--- src/rtl/sap1_datapath.sv ---
// SAP-1 datapath: executes the controller's 16-bit control word on a shared
// 8-bit bus. Holds PC, MAR, IR, A, B, ALU, flags, output register and a 16x8 RAM.
// Ports:
//   clk, rst          clock; synchronous active-high reset
//   ctrl[15:0]        FI JMP CO CI OI BI SUB ALO AI AO II IO RI RO MI HLT (msb..lsb)
//   prog_we/addr/data program-load write port into RAM (works while halted/reset)
//   opcode            IR[7:4], combinational from IR
//   bus, bus_conflict combinational bus value and multi-driver indication
//   out_val/out_valid output register and its one-cycle valid pulse
//   flag_c, flag_z    ALU flags captured on FI
//   halted            sticky halt, cleared only by rst
//   pc                program counter
module sap1_datapath #(
  parameter int unsigned DATA_W = 8,
  parameter int unsigned ADDR_W = 4
) (
  input  logic              clk,
  input  logic              rst,
  input  logic [15:0]       ctrl,
  input  logic              prog_we,
  input  logic [ADDR_W-1:0] prog_addr,
  input  logic [DATA_W-1:0] prog_data,
  output logic [3:0]        opcode,
  output logic [DATA_W-1:0] bus,
  output logic              bus_conflict,
  output logic [DATA_W-1:0] out_val,
  output logic              out_valid,
  output logic              flag_c,
  output logic              flag_z,
  output logic              halted,
  output logic [ADDR_W-1:0] pc
);

  localparam int unsigned DEPTH  = 2 ** ADDR_W;
  localparam int unsigned OP_W   = 4;
  localparam int unsigned DRV_W  = 5;

  localparam int unsigned B_FI  = 15;
  localparam int unsigned B_JMP = 14;
  localparam int unsigned B_CO  = 13;
  localparam int unsigned B_CI  = 12;
  localparam int unsigned B_OI  = 11;
  localparam int unsigned B_BI  = 10;
  localparam int unsigned B_SUB = 9;
  localparam int unsigned B_ALO = 8;
  localparam int unsigned B_AI  = 7;
  localparam int unsigned B_AO  = 6;
  localparam int unsigned B_II  = 5;
  localparam int unsigned B_IO  = 4;
  localparam int unsigned B_RI  = 3;
  localparam int unsigned B_RO  = 2;
  localparam int unsigned B_MI  = 1;
  localparam int unsigned B_HLT = 0;

  logic [ADDR_W-1:0] mar;
  logic [DATA_W-1:0] ir;
  logic [DATA_W-1:0] a_reg;
  logic [DATA_W-1:0] b_reg;
  logic [DATA_W-1:0] mem [DEPTH];

  logic [DRV_W-1:0]  drv;
  logic              multi_drv;
  logic [DATA_W-1:0] b_op;
  logic [DATA_W:0]   alu_sum;
  logic [DATA_W-1:0] alu_r;
  logic              alu_c;

  assign opcode       = ir[DATA_W-1 -: OP_W];
  assign bus_conflict = multi_drv;

  // Bus mux: a single driver passes through, none or several give zero.
  always_comb begin
    drv       = {ctrl[B_CO], ctrl[B_AO], ctrl[B_ALO], ctrl[B_IO], ctrl[B_RO]};
    multi_drv = (drv & (drv - DRV_W'(1))) != '0;
    bus       = '0;
    if (!multi_drv) begin
      bus = ({DATA_W{drv[4]}} & DATA_W'(pc))
          | ({DATA_W{drv[3]}} & a_reg)
          | ({DATA_W{drv[2]}} & alu_r)
          | ({DATA_W{drv[1]}} & DATA_W'(ir[ADDR_W-1:0]))
          | ({DATA_W{drv[0]}} & mem[mar]);
    end
  end

  // ALU: subtract as A + ~B + 1, so carry-out means "no borrow".
  always_comb begin
    b_op    = ctrl[B_SUB] ? ~b_reg : b_reg;
    alu_sum = (DATA_W+1)'(a_reg) + (DATA_W+1)'(b_op) + (DATA_W+1)'(ctrl[B_SUB]);
    alu_r   = alu_sum[DATA_W-1:0];
    alu_c   = alu_sum[DATA_W];
  end

  // Register file, PC and halt; all loads sample the pre-edge bus.
  always_ff @(posedge clk) begin
    if (rst) begin
      pc        <= '0;
      mar       <= '0;
      ir        <= '0;
      a_reg     <= '0;
      b_reg     <= '0;
      out_val   <= '0;
      out_valid <= 1'b0;
      flag_c    <= 1'b0;
      flag_z    <= 1'b0;
      halted    <= 1'b0;
    end else if (!halted) begin
      if (ctrl[B_MI]) mar   <= bus[ADDR_W-1:0];
      if (ctrl[B_II]) ir    <= bus;
      if (ctrl[B_AI]) a_reg <= bus;
      if (ctrl[B_BI]) b_reg <= bus;
      if (ctrl[B_OI]) out_val <= bus;
      out_valid <= ctrl[B_OI];
      if (ctrl[B_FI]) begin
        flag_c <= alu_c;
        flag_z <= (alu_r == '0);
      end
      if (ctrl[B_JMP])     pc <= bus[ADDR_W-1:0];
      else if (ctrl[B_CI]) pc <= pc + ADDR_W'(1);
      if (ctrl[B_HLT]) halted <= 1'b1;
    end else begin
      out_valid <= 1'b0;
    end
  end

  // RAM: program-load write is issued last so it wins a same-address clash.
  always_ff @(posedge clk) begin
    if (!rst && !halted && ctrl[B_RI]) mem[mar] <= bus;
    if (prog_we) mem[prog_addr] <= prog_data;
  end

endmodule

--- config.mk ---
export PLATFORM = sky130hd
export DESIGN_NAME = sap1_datapath
export DESIGN_NICKNAME = d
export VERILOG_FILES = /design/src/rtl/sap1_datapath.sv
export SDC_FILE = /design/constraint.sdc
export NUM_CORES = 1
export LEC_CHECK = 0
export CELL_PAD_IN_SITES_DETAIL_PLACEMENT = 0
export CELL_PAD_IN_SITES_GLOBAL_PLACEMENT = 1
export CORE_MARGIN = 1.5
export CORE_UTILIZATION = 52
export DETAILED_ROUTE_END_ITERATION = 7
export MAX_ROUTING_LAYER = met4
export PLACE_DENSITY_LB_ADDON = 0.1
export SLEW_MARGIN = 30
export SYNTH_ARGS = -nofsm -noshare
export SYNTH_HDL_FRONTEND = slang
export SYNTH_SLANG_ARGS = --single-unit
--- constraint.sdc ---
create_clock -name clk -period 8.3 [get_ports clk]
set_input_delay 1.66 -clock clk [delete_from_list [all_inputs] [get_ports clk]]
set_output_delay 1.66 -clock clk [all_outputs]
set_load 0.05 [all_outputs]
==> results.txt, run 1 <==
* Fraction of final layout cells sized beyond drive strength 1: 0.184
- TritonCTS built the clock tree.
- Number of cells traversed by the worst register-to-register path: 6
* Core outline area: 0.0173 sq mm
- Row generation in the floorplan step produced 48 rows.
- Critical path arrival: 5440 ps
- Summed over all instances, the cell type with the most area after synthesis is sky130_fd_sc_hd__edfxtp_1.
* Worst setup SP type: primary input
* Setup fix buffers added after clock tree synthesis: 0
* Worst Hold Depth: 2
* Final routed wire length divided by cell count: 24.2 um
- Number of hold buffers added after cts: 0
* Yosys warning total: 0
- mem holds more flip-flops than any other register.
* Number of library cell types mapped by synthesis: 64
* Multi-input combinational cell area: 0.00409 sq mm
- Instance count of the mapped netlist: 817
- The routed layout has 6728 vias.
- Number of remaining DRC errors: 0
- Of the post-synthesis cell area, the dominant cell type holds 0.416.
- The setup path with the least slack is of type in2out.
- Final instance count without filler cells: 1085
- I/O pin cnt: 60
- Kind of capture point of the worst setup path: output port
* Final Max Slew Viols: 0
- Worst slew margin: 0.304
- The flow ran to the end, and the final reports show no timing, DRC or antenna violations.
* Violation count after the first detailed-routing iteration: 499
- Routability-driven placement finished with a final weighted congestion of 0.862.
- Cell types occupying the most area after synthesis: sky130_fd_sc_hd__edfxtp_1 42%, sky130_fd_sc_hd__dfxtp_1 10%, sky130_fd_sc_hd__mux2_2 6.3%
* Synthesis-to-finish area growth: 14.8%
- # port buffers: 59
- In this run the remaining antenna-violating nets after routing total 0.
- Crit-path max cell delay: 800 ps
- Die Outline Area: 0.0186 sq mm
* Number of violations of the max-capacitance limit: 0
- In the synthesized netlist the dominant register cell turns out to be sky130_fd_sc_hd__edfxtp_1.
* Critical Path RT: 6640 ps
* Setup repair after global routing missed its margin: no
* Vias in the first global route: 6740
- Cell leakage power: 3.62 nW
- Aggregate global routing overflow: 0
* Buffers & Inverters on Critical Path: 4
- Detail Placement HPWL: 18200 um
- GR peak layer: met2
- Count of endpoints failing hold in the final timing report: 0
- Synthesis produced a netlist with a net count of 857.
- Clock buffer count from CTS: 17
- The first global-routing pass estimated 39200 um of wire.
- Standard cell with the maximum stage delay on the critical path: sky130_fd_sc_hd__clkdlybuf4s50_1
* Number of placed instances, taps included: 1053
* Worst-margin pin slew: 1040 ps
- Met3 demand-to-capacity share in global routing: 0.0515
- Total GRT Usage: 0.303
* Cell-by-cell trace of the critical path: clkdlybuf4s50_1, mux2i_1, inv_1, fa_1, a211o_1, a21o_1, mux2_2, o221ai_2, nand2_4, inv_1, clkdlybuf4s50_1
* Total wire length: 26300 um
- The mapped netlist covers 0.00923 sq mm.
- Die height: 136 um
* Max reg flops: 128
- Number of synthesized register bits: 176
- Storage element area: 0.00481 sq mm
* Later-pin clock latency in the skew report: 440 ps
- The number of antenna violations at the first check in global routing came to 0.
* Mean Syn Cell Area: 11.3 sq um
- Share of synthesized area occupied by flip-flops and latches: 0.521
- Worst clock skew: 14.1 ps
- Counting every sink on the clock net gives 176.
- Yosys mapped a number of flops with a built-in enable equal to 128.
* Shortest clock period the worst path allows after layout: 7100 ps
* Total number of nets in the final design: 887
- Critical-path maximum fanout: 17
- Part of the cycle the worst path needs: 0.856
- GR met2 Demand/Resource: 0.508
* Maximum vdd drop: 0.205 mV
* Width of the die: 136 um
- Before antenna repair, the detailed router went through 5 iterations.
* Via/cell ratio: 6.20
- The H-tree was split into 4 levels.
- After synthesis, the share of flip-flops with an asynchronous set or reset is 0.
* Worst hold path class: reg2reg
- Static timing analysis puts the maximum clock frequency at 0.141 GHz.
- Setup violations remaining at the end of the flow were counted as 0.
- In this run the power density over the cells is 194 mW/mm^2.
- In this run the worst setup path begins at ctrl[9].
- For this configuration, the core starts out at a cell density of 0.534.
* Post_cts resized: 0
- Crit path depth: 11
- Root Buffer: sky130_fd_sc_hd__clkbuf_16
- For this run, global-route usage on met1 was measured as 0.363.
- Clock-pin slew was measured on the worst setup and hold paths at 70 ps.
- Summed over all failing endpoints, the final setup total negative slack is 0 ps.
- The cell family contributing the most delay on the critical path is buffers and inverters.
* Layout fillers: 1388
- Number of buffers between clock root and the deepest sink: 2
* HP Start: ir[6]$_SDFFE_PP0P_
* Pin count of the biggest net entering global routing: 41
* Total inserted antenna cells: 0
## cell usage after synthesis (3+ instances only)
| library cell | count |
|---|---|
| sky130_fd_sc_hd__nor3_1 | 7 |
| sky130_fd_sc_hd__xor2_1 | 9 |
| sky130_fd_sc_hd__ha_1 | 8 |
| sky130_fd_sc_hd__o41ai_1 | 4 |
| sky130_fd_sc_hd__nor2b_1 | 9 |
| sky130_fd_sc_hd__a22oi_1 | 9 |
| sky130_fd_sc_hd__buf_2 | 15 |
| sky130_fd_sc_hd__buf_4 | 4 |
| sky130_fd_sc_hd__o21bai_1 | 4 |
| sky130_fd_sc_hd__mux4_2 | 12 |
| sky130_fd_sc_hd__o21ai_0 | 68 |
| sky130_fd_sc_hd__a31oi_1 | 6 |
| sky130_fd_sc_hd__or2_2 | 4 |
| sky130_fd_sc_hd__inv_1 | 12 |
| sky130_fd_sc_hd__a21o_1 | 3 |
| sky130_fd_sc_hd__mux2i_1 | 32 |
| sky130_fd_sc_hd__mux4_1 | 12 |
| sky130_fd_sc_hd__xnor2_1 | 3 |
| sky130_fd_sc_hd__a21oi_1 | 27 |
| sky130_fd_sc_hd__nor2_1 | 32 |
| sky130_fd_sc_hd__a222oi_1 | 3 |
| sky130_fd_sc_hd__dfxtp_1 | 48 |
| sky130_fd_sc_hd__nand2_1 | 138 |
| sky130_fd_sc_hd__nand2b_1 | 11 |
| sky130_fd_sc_hd__a211oi_1 | 5 |
| sky130_fd_sc_hd__nand3b_1 | 6 |
| sky130_fd_sc_hd__edfxtp_1 | 128 |
| sky130_fd_sc_hd__o31ai_1 | 16 |
| sky130_fd_sc_hd__nand4_1 | 6 |
| sky130_fd_sc_hd__o21ai_2 | 9 |
| sky130_fd_sc_hd__nand3_1 | 14 |
| sky130_fd_sc_hd__mux2_2 | 52 |
| sky130_fd_sc_hd__o22ai_1 | 10 |
| sky130_fd_sc_hd__o32ai_1 | 3 |
| sky130_fd_sc_hd__a22o_1 | 3 |
| sky130_fd_sc_hd__buf_1 | 5 |
| sky130_fd_sc_hd__clkbuf_1 | 44 |
## cell usage in the layout (no fill, tap or decap), types with 3 or more instances in the layout
master	n
sky130_fd_sc_hd__o21ai_0	68
sky130_fd_sc_hd__mux4_2	12
sky130_fd_sc_hd__o21bai_2	3
sky130_fd_sc_hd__inv_8	4
sky130_fd_sc_hd__o31ai_1	16
sky130_fd_sc_hd__clkdlybuf4s50_1	59
sky130_fd_sc_hd__a21oi_1	26
sky130_fd_sc_hd__mux2_2	52
sky130_fd_sc_hd__a21o_1	3
sky130_fd_sc_hd__buf_4	26
sky130_fd_sc_hd__inv_1	12
sky130_fd_sc_hd__or2_2	4
sky130_fd_sc_hd__a31oi_1	6
sky130_fd_sc_hd__a22oi_1	9
sky130_fd_sc_hd__o41ai_1	4
sky130_fd_sc_hd__xnor2_1	3
sky130_fd_sc_hd__dfxtp_1	47
sky130_fd_sc_hd__nor3_1	7
sky130_fd_sc_hd__mux4_1	12
sky130_fd_sc_hd__inv_6	7
sky130_fd_sc_hd__nand4_1	6
sky130_fd_sc_hd__a222oi_1	3
sky130_fd_sc_hd__a22o_1	3
sky130_fd_sc_hd__o21ai_2	9
sky130_fd_sc_hd__mux2i_1	32
sky130_fd_sc_hd__a211oi_1	5
sky130_fd_sc_hd__o22ai_2	8
sky130_fd_sc_hd__xor2_1	9
sky130_fd_sc_hd__nand3b_1	6
sky130_fd_sc_hd__nand2b_1	11
sky130_fd_sc_hd__nor2b_1	9
sky130_fd_sc_hd__clkbuf_16	17
sky130_fd_sc_hd__nor2_1	32
sky130_fd_sc_hd__nand3_1	14
sky130_fd_sc_hd__edfxtp_1	128
sky130_fd_sc_hd__ha_1	8
sky130_fd_sc_hd__nand2_1	138
## per-layer routing
layer  up-vias  wire length (um)
met5         -                 0
met4         0               896
met3        60              1790
met2       311             13300
met1      3259             10300
li1       3098                 -
## worst paths after layout
path,endpoint,slack [ps]
hold reg to reg,ir[6]$_SDFFE_PP0P_,460
setup / recovery,bus[6],1200
setup reg to reg,mem[11][1]$_DFFE_PP_,4770
hold / removal,ir[6]$_SDFFE_PP0P_,460
## cell type report
class	instances	share of cell area
clock inverter	15	0.0149
timing repair buffer	85	0.0741
sequential	176	0.453
inverter	13	0.00460
clock buffer	17	0.0401
multi-input combinational	554	0.386
tap	225	0.0266
## cell families after synthesis
| group | Yosys count | synth area share |
|---|---|---|
| XOR/XNOR | 12 | 0.0114 |
| buffers and inverters | 87 | 0.0466 |
| flip-flops | 176 | 0.521 |
| AO/OA/AOI/OAI | 188 | 0.132 |
| AND/OR/NAND/NOR | 236 | 0.114 |
| multiplexers | 108 | 0.162 |
| adder cells (fa/ha/maj) | 10 | 0.0141 |
## power by group
part | switching, mW | internal, mW | total (mW)
registers | 0.0142 | 0.966 | 0.980
logic | 0.169 | 0.102 | 0.270
clock network | 0.379 | 0.428 | 0.807
## worst min-delay path: stages, from the launching register on
cell and delay (ps):
sky130_fd_sc_hd__dfxtp_1 310, sky130_fd_sc_hd__nand2_1 50, sky130_fd_sc_hd__a21oi_1 50
## metrics by stage
stage	setup WS, ps	instance area (sq um)	util	total power, mW	hold slack, ps
6_report	1200	10600	0.613	2.06	458
4_1_cts	1220	10600	0.612	2.06	461
3_3_place_gp	1320	9940	0.575	1.26	445
3_5_place_dp	1240	10000	0.579	1.27	450
2_1_floorplan	2480	9230	-	1.18	436
5_1_grt	1010	10600	0.613	2.12	476
(Power assumes the default switching activity.)
==> run 2: changes to the inputs <==
==> config.mk (replaced) <==
export PLATFORM = sky130hd
export DESIGN_NAME = sap1_datapath
export DESIGN_NICKNAME = d
export VERILOG_FILES = /design/src/rtl/sap1_datapath.sv
export SDC_FILE = /design/constraint.sdc
export NUM_CORES = 1
export LEC_CHECK = 0
export CORE_MARGIN = 1.5
export CORE_UTILIZATION = 60
export DETAILED_ROUTE_END_ITERATION = 7
export MAX_ROUTING_LAYER = met4
export PLACE_DENSITY = 0.81
export SLEW_MARGIN = 30
export SYNTH_ARGS = -nofsm -noshare
export SYNTH_HDL_FRONTEND = slang
export SYNTH_SLANG_ARGS = --single-unit
==> results.txt, run 2 (synthesized netlist as in run 1, its figures left out) <==
- The count of input and output buffers was 59 (unchanged).
* Post-route total power: 2.07 mW (was 2.06 mW)
* Total GRT Usage: 0.331 (was 0.303)
- The fraction of final layout cells sized beyond drive strength 1 came to 0.185 (was 0.184).
- The total power density per cell area is 196 mW/mm^2 (was 194 mW/mm^2).
- Sequential group share of total power: 0.474 (was 0.476)
- The ratio of final minimum period to clock period is 0.871 (was 0.856).
- The total wirelength of the detailed-routed design was 25000 um (was 26300 um).
- The starting density of the core came to 0.612 (was 0.534).
- Critical setup path kind: in2out (unchanged)
- Die Outline Area: 0.0161 sq mm (was 0.0186 sq mm)
- Count of endpoints failing hold in the final timing report: 0 (unchanged)
- The placed standard-cell area is 0.00988 sq mm (was 0.0100 sq mm).
- The worst supply voltage drop on vdd was 0.164 mV (was 0.205 mV).
- Switching pwr: 0.576 mW (was 0.562 mW)
- Maximum achievable frequency: 0.138 GHz (was 0.141 GHz)
- The root cell of the clock tree is sky130_fd_sc_hd__clkbuf_16 (unchanged).
* Shortest clock period the worst path allows after layout: 7230 ps (was 7100 ps)
- The TritonCTS clock tree is built (unchanged).
- The cell count after placement came to 1009 (was 1053).
* Vias in the first global route: 6821 (was 6740)
- The count of final max-slew check failures was 0 (unchanged).
- Later-pin clock latency in the skew report: 450 ps (was 440 ps)
* Number of hold buffers added after cts: 0 (unchanged)
- Number of violations of the max-capacitance limit: 0 (unchanged)
- The most frequent standard cell in the layout excluding fill and tap cells is sky130_fd_sc_hd__nand2_1 (unchanged).
* Top register by number of flip-flops: mem (unchanged)
- The number of rows created at floorplan is 45 (was 48).
* Worst slew margin: 0.347 (was 0.304)
- Setup fix buffers added after clock tree synthesis: 0 (unchanged)
- The maximum number of pins on one net before global-route repair came to 41 (unchanged).
* Worst setup SP type: primary input (unchanged)
- The peak-usage layer in the global routing report is met2 (unchanged).
- The path class of the lowest-slack min-delay path is reg2reg (unchanged).
- The number of routed nets with antenna violations came to 0 (unchanged).
- The switching part of the total power came to 0.278 (was 0.273).
* Critical path arrival: 5570 ps (was 5440 ps)
- Run status: finished, final reports clean (unchanged).
- Total number of nets in the final design: 882 (was 887)
- The total congestion overflow was 0 (unchanged).
* Core outline area: 0.0151 sq mm (was 0.0173 sq mm)
- The DRC violation count after routing was 0 (unchanged).
- The post-route setup TNS came to 0 ps (unchanged).
- Die height: 127 um (was 136 um)
- Commonest cells after routing, fill and taps aside: 138 x sky130_fd_sc_hd__nand2_1, 128 x sky130_fd_sc_hd__edfxtp_1, 68 x sky130_fd_sc_hd__o21ai_0 (unchanged).
- The via count came to 6970 (was 6728).
- The first-pass GRT wire length came to 38500 um (was 39200 um).
- Clock transition at the registers of the reported paths: 80 ps (was 70 ps)
- The count of TritonRoute iterations in the first routing pass is 6 (was 5).
- The relative contribution of the clock network to total power came to 0.395 (was 0.392).
* Post_cts resized: 0 (unchanged)
- Setup repair after global routing missed its margin: no (unchanged).
- The maximum level of the CTS H-tree is 4 (unchanged).
* Internal power: 1.49 mW (was 1.50 mW)
- The final worst-path setup slack was 1070 ps (was 1200 ps).
* Part of the total power dissipated in combinational logic: 0.130 (was 0.131)
* Worst slack, placed: 1130 ps (was 1240 ps)
- Number of buffers between clock root and the deepest sink: 2 (unchanged)
* Final instance count without filler cells: 1044 (was 1085)
- Met1 layer usage reported by global route: 0.435 (was 0.363)
* I/O pin cnt: 60 (unchanged)
- GR met2 Demand/Resource: 0.510 (was 0.508)
- The wire length per cell is 24.0 um (was 24.2 um).
* Detail Placement HPWL: 16800 um (was 18200 um)
* Max reg flops: 128 (unchanged)
- The sink count of the clock tree came to 176 (unchanged).
- Antenna violations before repair: 1 (was 0)
- Synthesis-to-finish area growth: 14.1% (was 14.8%)
- The transition time at the pin with the least slew margin is 978 ps (was 1040 ps).
- The required time of the worst setup path was 6640 ps (about the same).
* Met3 demand-to-capacity share in global routing: 0.0670 (was 0.0515)
- The via-per-instance ratio came to 6.68 (was 6.20).
- Weighted congestion reported at the end of routability-driven placement: 0.909 (was 0.862)
* Cell leakage power: 3.61 nW (was 3.62 nW)
- Total setup violations reported at the end of the flow: 0 (unchanged)
- Critical-path maximum fanout: 17 (unchanged)
* Kind of capture point of the worst setup path: output port (unchanged)
- The initial DRC count is 923 (was 499).
- The cell area after layout is 0.0105 sq mm (was 0.0106 sq mm).
- Clock buffer count from CTS: 17 (unchanged)
- Worst clock skew: 13.2 ps (was 14.1 ps)
- The width of the die came to 127 um (was 136 um).
## run 2: changes by cell type in the layout (fill, tap and decap cells not counted), sizes merged
cell	previous run	this run
buf	26	21
bufinv	1	0
clkbuf	17	18
diode	0	1
## run 2: area by class of cell
cell class                 instances  area (sq um)
antenna                            1          2.50
clock buffer                      18           450
clock inverter                    14           158
fill                            1048          4560
inverter                          13          48.8
multi-input combinational        554          4080
sequential                       176          4810
tap                              188           235
timing repair buffer              80           743
## run 2: routing by layer
metal,share of wire,vias up
met3,0.11,55
met4,0.030,0
met5,0,-
met2,0.48,394
li1,-,3099
met1,0.39,3422
## run 2: worst max-delay path, cell delays in order
cell and delay [ps]:
sky130_fd_sc_hd__clkdlybuf4s50_1 650, sky130_fd_sc_hd__mux2i_1 380, sky130_fd_sc_hd__inv_1 100, sky130_fd_sc_hd__fa_1 460, sky130_fd_sc_hd__a211o_1 310, sky130_fd_sc_hd__a21o_1 190
sky130_fd_sc_hd__mux2_2 280, sky130_fd_sc_hd__o221ai_2 360, sky130_fd_sc_hd__nand2_4 250, sky130_fd_sc_hd__inv_1 110, sky130_fd_sc_hd__clkdlybuf4s50_1 800
## run 2: path summary, 6_finish.rpt
| kind | from | endpoint | slack [ps] | cells past startpoint |
|---|---|---|---|---|
| worst min-delay path | ir[4]$_SDFFE_PP0P_ | ir[4]$_SDFFE_PP0P_ | 460 | 2 |
| worst max register to register | register | register | 4830 | 8 |
| worst max-delay path | ctrl[9] | bus[6] | 1070 | 11 |
| worst min register to register | ir[4]$_SDFFE_PP0P_ | ir[4]$_SDFFE_PP0P_ | 460 | 2 |
## run 2: through the flow
step | hold slack (ps) | utilization
2_1_floorplan | 436 | -
3_3_place_gp | 445 | 0.652
3_5_place_dp | 449 | 0.654
4_1_cts | 460 | 0.695
5_1_grt | 486 | 0.698
6_report | 463 | 0.698
## run 2: power groups by stage
stage,logic (mW),clock network [mW],registers (mW)
after global routing,0.288,0.852,0.982
after global placement,0.251,0,0.999
after CTS,0.264,0.819,0.980
after floorplan,0.172,0,1.00
after detailed placement,0.261,0,1.00
final,0.270,0.817,0.981
==> run 3: changes to the inputs <==
--- a/config.mk
+++ b/config.mk
@@ -8,8 +8,9 @@
 export CORE_MARGIN = 1.5
 export CORE_UTILIZATION = 60
 export DETAILED_ROUTE_END_ITERATION = 7
+export GPL_TIMING_DRIVEN = 0
 export MAX_ROUTING_LAYER = met4
-export PLACE_DENSITY = 0.81
+export PLACE_DENSITY = 0.86
 export SLEW_MARGIN = 30
 export SYNTH_ARGS = -nofsm -noshare
 export SYNTH_HDL_FRONTEND = slang
==> results.txt, run 3 (synthesized netlist as in run 1, its figures left out) <==
- Top register by number of flip-flops: mem (unchanged)
- The DRC violation count after routing was 0 (unchanged).
- The maximum number of pins on one net before global-route repair came to 17 (was 41).
* Worst hold path class: reg2reg (unchanged)
- The area added between synthesis and finish is 15.9% (was 14.1%).
* Count of endpoints failing hold in the final timing report: 0 (unchanged)
- Total setup violations reported at the end of the flow: 0 (unchanged)
- The via count is 7327 (was 6970).
* Violation count after the first detailed-routing iteration: 1142 (was 923)
- The cell count after placement came to 1059 (was 1009).
- Root Buffer: sky130_fd_sc_hd__clkbuf_16 (unchanged)
* Post_cts resized: 0 (unchanged)
- Standard cell with the maximum stage delay on the critical path: sky130_fd_sc_hd__clkdlybuf4s50_1 (unchanged)
* Clock transition at the registers of the reported paths: 70 ps (was 80 ps)
- Number of buffers between clock root and the deepest sink: 2 (unchanged)
* Antenna violations before repair: 0 (was 1)
- The width of the die is 127 um (unchanged).
- Die height: 127 um (unchanged)
* Final instance count without filler cells: 1093 (was 1044)
- Total number of nets in the final design: 932 (was 882)
* Multi-input combinational cell area: 0.00406 sq mm (was 0.00408 sq mm)
- By instance count, the cell type seen most on the critical path is sky130_fd_sc_hd__inv_1.
* I/O pin cnt: 60 (unchanged)
* Weighted congestion reported at the end of routability-driven placement: 0.980 (was 0.909)
* Critical-path maximum fanout: 10 (was 17)
- The relative slew slack was 0.307 (was 0.347).
- The relative contribution of the clock network to total power is 0.403 (was 0.395).
* Worst clock skew: 10.3 ps (was 13.2 ps)
- Post-layout instance area: 0.0107 sq mm (was 0.0105 sq mm)
* First-pass GRT wire length: 39000 um (was 38500 um)
- The post-route setup TNS was 0 ps (unchanged).
- The total inserted antenna cells is 0 (was 1).
- The sum of net half-perimeters after detailed placement came to 18000 um (was 16800 um).
- Layout fillers: 1009 (was 1048)
- The total setup buffers inserted after CTS is 0 (unchanged).
- Critical Path RT: 6640 ps (about the same)
* Later-pin clock latency in the skew report: 440 ps (was 450 ps)
* Critical setup path kind: in2out (unchanged)
- Kind of capture point of the worst setup path: output port (unchanged)
* Number of sinks on the clock net: 176 (unchanged)
- # port buffers: 52 (was 59)
- The total power density per cell area came to 198 mW/mm^2 (was 196 mW/mm^2).
* Fraction of final layout cells sized beyond drive strength 1: 0.172 (was 0.185)
- Part of the cycle the worst path needs: 0.836 (was 0.871)
- Run status: finished, final reports clean (unchanged)
- Final Max Slew Viols: 0 (unchanged)
- The number of flip-flops under the largest register name is 128 (unchanged).
* Critical path arrival: 5280 ps (was 5570 ps)
- The placed standard-cell area came to 0.0100 sq mm (was 0.00988 sq mm).
- The startpoint of the worst setup timing path is ctrl[9] (unchanged).
- The number of rows created at floorplan is 45 (unchanged).
- H-tree depth: 4 (unchanged)
- The total design power came to 2.11 mW (was 2.07 mW).
- The total wirelength of the detailed-routed design is 25800 um (was 25000 um).
* HP Start: out_val[7]$_SDFFE_PP0P_ (was ir[4]$_SDFFE_PP0P_)
- First-pass iteration count of the detailed router: 6 (unchanged)
* Clock buffer count from CTS: 17 (unchanged)
* Total GRT Usage: 0.336 (was 0.331)
- The number of hold buffers added after cts was 0 (unchanged).
- The TritonCTS clock tree is built (unchanged).
- Cell leakage power: 3.65 nW (was 3.61 nW)
* Post-DRT Antenna Nets: 0 (unchanged)
- Internal power: 1.56 mW (was 1.49 mW)
* Commonest cells after routing, fill and taps aside: 138 x sky130_fd_sc_hd__nand2_1, 128 x sky130_fd_sc_hd__edfxtp_1, 68 x sky130_fd_sc_hd__o21ai_0 (unchanged)
- Number of violations of the max-capacitance limit: 0 (unchanged)
* Part of the total power dissipated in combinational logic: 0.134 (was 0.130)
- Core outline area: 0.0151 sq mm (unchanged)
- Setup repair after global routing missed its margin: no (unchanged)
- Cell-by-cell trace of the critical path: buf_2, mux2i_1, inv_1, fa_1, a211o_1, a21o_1, mux2_2, o221ai_2, nand2_4, buf_12, inv_1, clkdlybuf4s50_1 (was clkdlybuf4s50_1, mux2i_1, inv_1, fa_1, a211o_1, a21o_1, mux2_2, o221ai_2, nand2_4, inv_1, clkdlybuf4s50_1)
- Vias in the first global route: 6923 (was 6821)
- The startpoint class of the critical path is a primary input (unchanged).
- The wire length per cell came to 23.6 um (was 24.0 um).
- Switching power as a share of total power: 0.263 (was 0.278)
- Die Outline Area: 0.0161 sq mm (unchanged)
- Via/cell ratio: 6.70 (was 6.68)
* Crit-path max cell delay: 780 ps (was 800 ps)
- The sequential power share came to 0.463 (was 0.474).
- Most common library cell in the layout ignoring fill and taps: sky130_fd_sc_hd__nand2_1 (unchanged)
- Initial core utilization: 0.612 (unchanged)
- Switching pwr: 0.557 mW (was 0.576 mW)
- The sequential cell area came to 0.00480 sq mm (was 0.00481 sq mm).
* Maximum vdd drop: 0.187 mV (was 0.164 mV)
* Maximum achievable frequency: 0.144 GHz (was 0.138 GHz)
* Aggregate global routing overflow: 0 (unchanged)
- The shortest period the worst path allows came to 6940 ps (was 7230 ps).
- The transition time at the pin with the least slew margin was 1040 ps (was 978 ps).
-- run 3: changes by cell type in the layout (fill, tap and decap cells not counted), moves of 3 or more --
cell,before,now
sky130_fd_sc_hd__clkinv_4,0,3
sky130_fd_sc_hd__clkdlybuf4s50_1,59,52
sky130_fd_sc_hd__buf_4,19,6
sky130_fd_sc_hd__bufinv_16,0,3
sky130_fd_sc_hd__clkinv_8,3,0
sky130_fd_sc_hd__inv_8,8,1
sky130_fd_sc_hd__inv_4,3,0
sky130_fd_sc_hd__nor2_1,26,32
sky130_fd_sc_hd__buf_1,0,5
sky130_fd_sc_hd__clkinvlp_4,0,5
sky130_fd_sc_hd__clkbuf_1,0,44
sky130_fd_sc_hd__buf_2,2,16
sky130_fd_sc_hd__nor2_2,6,0
-- run 3: power by group through the flow --
stage	registers, mW	logic, mW	clock network, mW
6_report	0.978	0.284	0.851
5_1_grt	0.979	0.300	0.877
4_1_cts	0.978	0.276	0.839
3_5_place_dp	0.997	0.272	0
3_3_place_gp	0.996	0.264	0
2_1_floorplan	1.00	0.172	0
-- run 3: stage by stage --
| step | setup WS (ps) | hold WS [ps] | utilization |
|---|---|---|---|
| 6_report | 1360 | 453 | 0.709 |
| 5_1_grt | 1230 | 473 | 0.709 |
| 4_1_cts | 1410 | 456 | 0.706 |
| 3_5_place_dp | 1410 | 445 | 0.665 |
| 3_3_place_gp | 1480 | 442 | 0.662 |
| 2_1_floorplan | 2480 | 436 | - |
-- run 3: final timing paths --
check	end	slack (ps)	cells past startpoint
setup reg to reg	mem[7][0]$_DFFE_PP_	4820	8
hold / removal	out_val[7]$_SDFFE_PP0P_	450	2
hold reg to reg	out_val[7]$_SDFFE_PP0P_	450	2
setup / recovery	bus[6]	1360	12
-- run 3: cell type report --
| class | count | share of cell area |
|---|---|---|
| clock inverters | 14 | 0.0171 |
| clock buffers | 18 | 0.0411 |
| inverters | 13 | 0.00456 |
| repair buffers | 56 | 0.0512 |
| plain buffers | 74 | 0.0357 |
| multi-input cells | 554 | 0.379 |
| flip-flops and latches | 176 | 0.449 |
| well taps | 188 | 0.0220 |
-- run 3: per-layer routing --
| metal | global-route usage | wire, um | vias to the layer above |
|---|---|---|---|
| li1 | - | - | 3199 |
| met1 | 0.424 | 9600 | 3468 |
| met2 | 0.513 | 12000 | 543 |
| met3 | 0.0720 | 2900 | 117 |
| met4 | 0.182 | 1370 | 0 |
| met5 | - | 0 | - |
-- run 3: critical path: cells and delay by family --
kind	cells	cell delay [ps]
buffers and inverters	5	1330
adder cells (fa/ha/maj)	1	470
AND/OR/NAND/NOR	1	200
multiplexers	2	600
AO/OA/AOI/OAI	3	1000
==> variant 1, RTL diff (flow settings as in run 2) <==
The parameter `DATA_W` goes from 8 to 6.
--- a/src/rtl/sap1_datapath.sv
+++ b/src/rtl/sap1_datapath.sv
@@ -12,5 +12,5 @@
 //   pc                program counter
 module sap1_datapath #(
-  parameter int unsigned DATA_W = 8,
+  parameter int unsigned DATA_W = 6,
   parameter int unsigned ADDR_W = 4
 ) (
Interface: changed (resized bus, out_val and prog_data); port bits go from 60 to 54. The function was not compared with the original's and may differ.
==> variant 1 against run 2 <==
  * The run now ends with DRC left
  * Register-to-register slack better by 310 ps
  * Worst setup slack improved by 170 ps
  * Wire length shrank 23%
  * Count of clock-buffer cells in the layout rose by 2
  * Power down 19%
  * Design area down 21%
  * Sequential cell count fell by 40
  * Synthesized area decreased by 23%
==> variant 1: results (changes against run 2) <==
metric;value;unit;change
status;finished, violations left;;
failing checks;DRC;;
syn_nets;726;;-15%
wirelength, routed;19.3;mm;-23%
via/cell ratio;6.50;;-2.6%
Placed Cells;843;;-16%
max reg flops;96;;-25%
via count;5688;;-18%
number of flops mapped to enable cells by yosys;96;;-25%
Switching Share;26.4;%;-1.5 points
Seq/Total Area, Yosys;51.5;%;-0.51 points
Worst Skew;8.06;ps;-5.17 ps
Buffers on Ports;53;;-10%
r2r setup slk;5140;ps;+310 ps
Worst VDD drop;0.182;mV;+11%
area of placed instances;7710;µm²;-22%
Pre-antenna DRT Iters;8;;+2
first-pass GRT wire length;29.8;mm;-23%
DRC;1;;+1
ratio of cells with drive above 1 in the final layout;12.3;%;-6.2 points
largest cells by area after synthesis;edfxtp_1 (40%), dfxtp_1 (11%), nand2_1 (7.8%), o21ai_0 (4.3%), mux2_2 (4.3%);;
largest register by flop count;mem;;
P_leak;0.00281;µW;-22%
Post-synth top cells;nand2_1 (149), edfxtp_1 (96), o21ai_0 (61), dfxtp_1 (40), nor2_1 (33);;
maximum net fanout on the critical path;24;;+7
Tightest Pin Transition;960;ps;-18.1 ps
total global-route track usage;32.7;%;-0.44 points
initial antenna violation count;0;;-1
max incr delay on CP;860;ps;+60 ps
Netlist cell types;56;;-13%
clk_lat worst skew;430;ps;-20 ps
starting DRC count in detailed routing;780;;-15%
Avg Inst Size Synth;10.4;µm²;-8.2%
ANT cells;0;;-1
## variant 1: cell types whose count changed after synthesis, moves of 7 or more
cell / delta
mux2_2: -25
a21oi_1: -7
clkbuf_1: -15
edfxtp_1: -32
dfxtp_1: -8
o21ai_2: -9
o21ai_0: -7
nand2_1: +11
mux4_1: -9
## variant 1: metal layers
metal,share of wire [%],vias to the layer above,global-route usage (%)
met5,0,-,-
met4,2.3,0,11.4
met3,10,41,7.51
met2,48,343,50.4
met1,39,2722,43.0
li1,-,2582,-
## variant 1: final cells by class
cell class | instances | area (µm²)
Clock buffer | 20 | 468
Clock inverter | 12 | 90.1
Fill cell | 808 | 3240
Inverter | 8 | 30.0
Multi-Input combinational cell | 493 | 3220
Sequential cell | 136 | 3680
Tap cell | 143 | 179
Timing Repair Buffer | 63 | 606
## variant 1: kinds of logic (layout without fill, tap and decap cells)
kind of cell / Yosys count / in the layout / synth area share (%)
mux: 69 / 69 / 12.9
simple gates: 257 / 257 / 16.2
flops: 136 / 136 / 51.5
xor+xnor: 9 / 9 / 1.10
compound gates: 149 / 149 / 12.8
fa+ha+maj: 9 / 9 / 1.65
buf+inv: 60 / 103 / 3.85
## variant 1: path summary, 6_finish.rpt
kind | startpoint | endpoint | cells past startpoint
hold reg to reg | flag_z | flag_z | 2
hold / removal | flag_z | flag_z | 2
setup / recovery | ctrl[2] | bus[3] | 8
setup reg to reg | register | mem[11][4] | 7
## variant 1: worst min-delay path, cell delays in order (launching register included)
cell and delay [ps]:
dfxtp_1 310, nand2_1 50, a21oi_1 50
## variant 1: through the flow
stage	setup WS, ps	total power, µW	hold WS, ps
after floorplan	2680	907	436
after global placement	1490	972	443
after detailed placement	1350	979	445
after CTS	1310	1680	453
after global routing	1060	1720	471
final	1250	1680	452
## variant 1: power by group through the flow
stage	Combinational (µW)	Sequential [µW]	Clock (µW)
3_5_place_dp	207	772	0
2_1_floorplan	131	776	0
3_3_place_gp	201	771	0
4_1_cts	209	758	711
6_report	212	758	708
5_1_grt	226	759	737
==> variant 2, RTL diff (config.mk and constraints of run 2) <==
Made on the original files. Register the inputs `prog_we`, `prog_addr` and `prog_data` before use, without a reset. The logic sees them one clock later. The other inputs are not delayed to match.
--- a/src/rtl/sap1_datapath.sv
+++ b/src/rtl/sap1_datapath.sv
@@ -52,4 +52,14 @@
   localparam int unsigned B_MI  = 1;
   localparam int unsigned B_HLT = 0;
+
+  logic prog_we_q;
+  logic [ADDR_W-1:0] prog_addr_q;
+  logic [DATA_W-1:0] prog_data_q;
+
+  always_ff @(posedge clk) begin
+    prog_we_q   <= prog_we;
+    prog_addr_q <= prog_addr;
+    prog_data_q <= prog_data;
+  end
 
   logic [ADDR_W-1:0] mar;
@@ -126,5 +136,5 @@
   always_ff @(posedge clk) begin
     if (!rst && !halted && ctrl[B_RI]) mem[mar] <= bus;
-    if (prog_we) mem[prog_addr] <= prog_data;
+    if (prog_we_q) mem[prog_addr_q] <= prog_data_q;
   end
 
Check against the original RTL: not equivalent (Yosys sat finds a counterexample within 4 cycles, from zero or initial values and one cycle with rst high).
==> variant 2 against run 2 <==
  * Synthesized area is 3.3% higher
  * Design area is 2.8% higher
  * Sequential power is 8% higher
  * Critical endpoint is now bus[7]
  * Wire length is 2.6% higher
  * Sequential share of layout area is 1.2 points higher
  * Largest cell class unchanged
  * Global-route usage is 0.55 points higher
  * Sequential cell count is 13 higher
  * Worst setup slack better by 190 ps
  * Power is 3.8% higher
==> variant 2: results (changes against run 2) <==
metric;value;unit;change
max incr delay on CP;910;ps;+110 ps
Hold Path Class;reg -> reg;;
maximum net fanout on the critical path;17;;unchanged
clk buf depth;2;;unchanged
clock share of power;38.6;%;-0.9 points
Clk pin slew, worst setup/hold paths;70;ps;
via/cell ratio;6.49;;-2.8%
final net count;903;;+2.4%
post-CTS setup repair buffer count;0;;unchanged
starting DRC count in detailed routing;1037;;+12%
CTS buffer count;17;;unchanged
fill cell count;1044;;-0.38%
Hold Path End;b_reg[2];;
Worst VDD drop;0.171;mV;+4.1%
HP Start;b_reg[2];;
WP data arrival;5380;ps;-190 ps
status;finished, final reports clean;;
largest cells by area after synthesis;edfxtp_1 (40%), dfxtp_1 (13%), mux2_2 (5.9%), nand2_1 (5.5%), o21ai_0 (3.9%);;
largest net degree at the start of global routing;41;;unchanged
post-synthesis mux area share;15.4;%;-0.75 points
hpwl dp;17.2;mm;+2.3%
vias in the first global route;7020;;+2.9%
largest register by flop count;mem;;
Switching Share;25.5;%;-2.3 points
H-tree depth;4;;unchanged
Non-Filler Instances;1087;;+4.1%
xor/xnor cell area share of the yosys netlist;1.01;%;-0.13 points
ANT cells;0;;-1
top_reg_cell synth;edfxtp_1;;
ys async rst share;0;%;unchanged
max reg flops;128;;unchanged
Avg Inst Size Synth;11.5;µm²;+1.4%
crit path max-delay cell type;clkdlybuf4s50_1;;
Max-Slew Margin vs Limit;35.2;%;+0.47 points
total global-route track usage;33.7;%;+0.55 points
r2r setup slk;4630;ps;-200 ps
wirelength, routed;25.7;mm;+2.6%
Pre-antenna DRT Iters;6;;unchanged
Seq/Total Area, Yosys;53.1;%;+1.1 points
Root Driver;clkbuf_16;;
FF-to-FF path depth;9;;+1
ratio of cells with drive above 1 in the final layout;18.7;%;+0.24 points
first-pass GRT wire length;39.4;mm;+2.5%
Resize count post-CTS;0;;unchanged
most frequent cell after synthesis;nand2_1;;
P_leak;0.00378;µW;+4.8%
Combinational Power;255;µW;-6%
placer congestion estimate;0.973;;+7.1%
number of flops mapped to enable cells by yosys;128;;unchanged
Synth Area in Compound Gates;12.4;%;-0.77 points
clk_lat worst skew;440;ps;
initial antenna violation count;0;;-1
CP top delay family;buffers and inverters;;
syn_nets;872;;+1.8%
post-synthesis share of cell area spent on full adders, half adders and majority gates;1.37;%;-0.045 points
Post-synth top cells;nand2_1 (139), edfxtp_1 (128), o21ai_0 (75), dfxtp_1 (61), mux2_2 (50);;
Worst Skew;11.0;ps;-2.28 ps
Netlist cell types;69;;+7.8%
## variant 2: cell count changes after synthesis, sizes merged, moves of 3 or more
cell / before / now
dfxtp: 48 / 61
nor2: 32 / 40
o21ai: 79 / 93
or3: 0 / 5
o31ai: 17 / 2
nor3: 7 / 10
o32ai: 3 / 0
a21oi: 28 / 23
## variant 2: worst max-delay path by stage
stage / startpoint / cells after the start / endpoint
after floorplan: ctrl[9] / 10 / bus[5]
after global placement: ctrl[9] / 11 / bus[4]
after detailed placement: ctrl[9] / 9 / bus[7]
after CTS: ctrl[9] / 11 / bus[4]
after global routing: ctrl[9] / 9 / bus[7]
final: ctrl[9] / 9 / bus[7]
## variant 2: final cells by class
class / count / share of cell area, %
Inverter: 12 / 0.416
Timing Repair Buffer: 84 / 7.15
Clock inverter: 10 / 0.925
Multi-Input combinational cell: 559 / 37.7
Clock buffer: 22 / 4.60
Tap cell: 211 / 2.44
Sequential cell: 189 / 46.8
## variant 2: layer usage
metal	global-route usage [%]	share of wire, %	wire length, µm
met4	17.6	4.9	1250
met3	5.74	9.5	2430
met5	-	0	0
met2	55.4	49	12600
met1	40.1	36	9340
## variant 2: through the flow
| step | power [µW] | util (%) | worst slack [ps] | area [µm²] | hold slack [ps] |
|---|---|---|---|---|---|
| after CTS | 2140 | 70.2 | 1270 | 10800 | 476 |
| after global placement | 1320 | 66.0 | 1370 | 10100 | 460 |
| after detailed placement | 1330 | 66.3 | 1290 | 10200 | 461 |
| after floorplan | 1250 | - | 2760 | 9530 | 436 |
| after global routing | 2200 | 70.4 | 1030 | 10800 | 483 |
| final | 2150 | 70.4 | 1260 | 10800 | 477 |
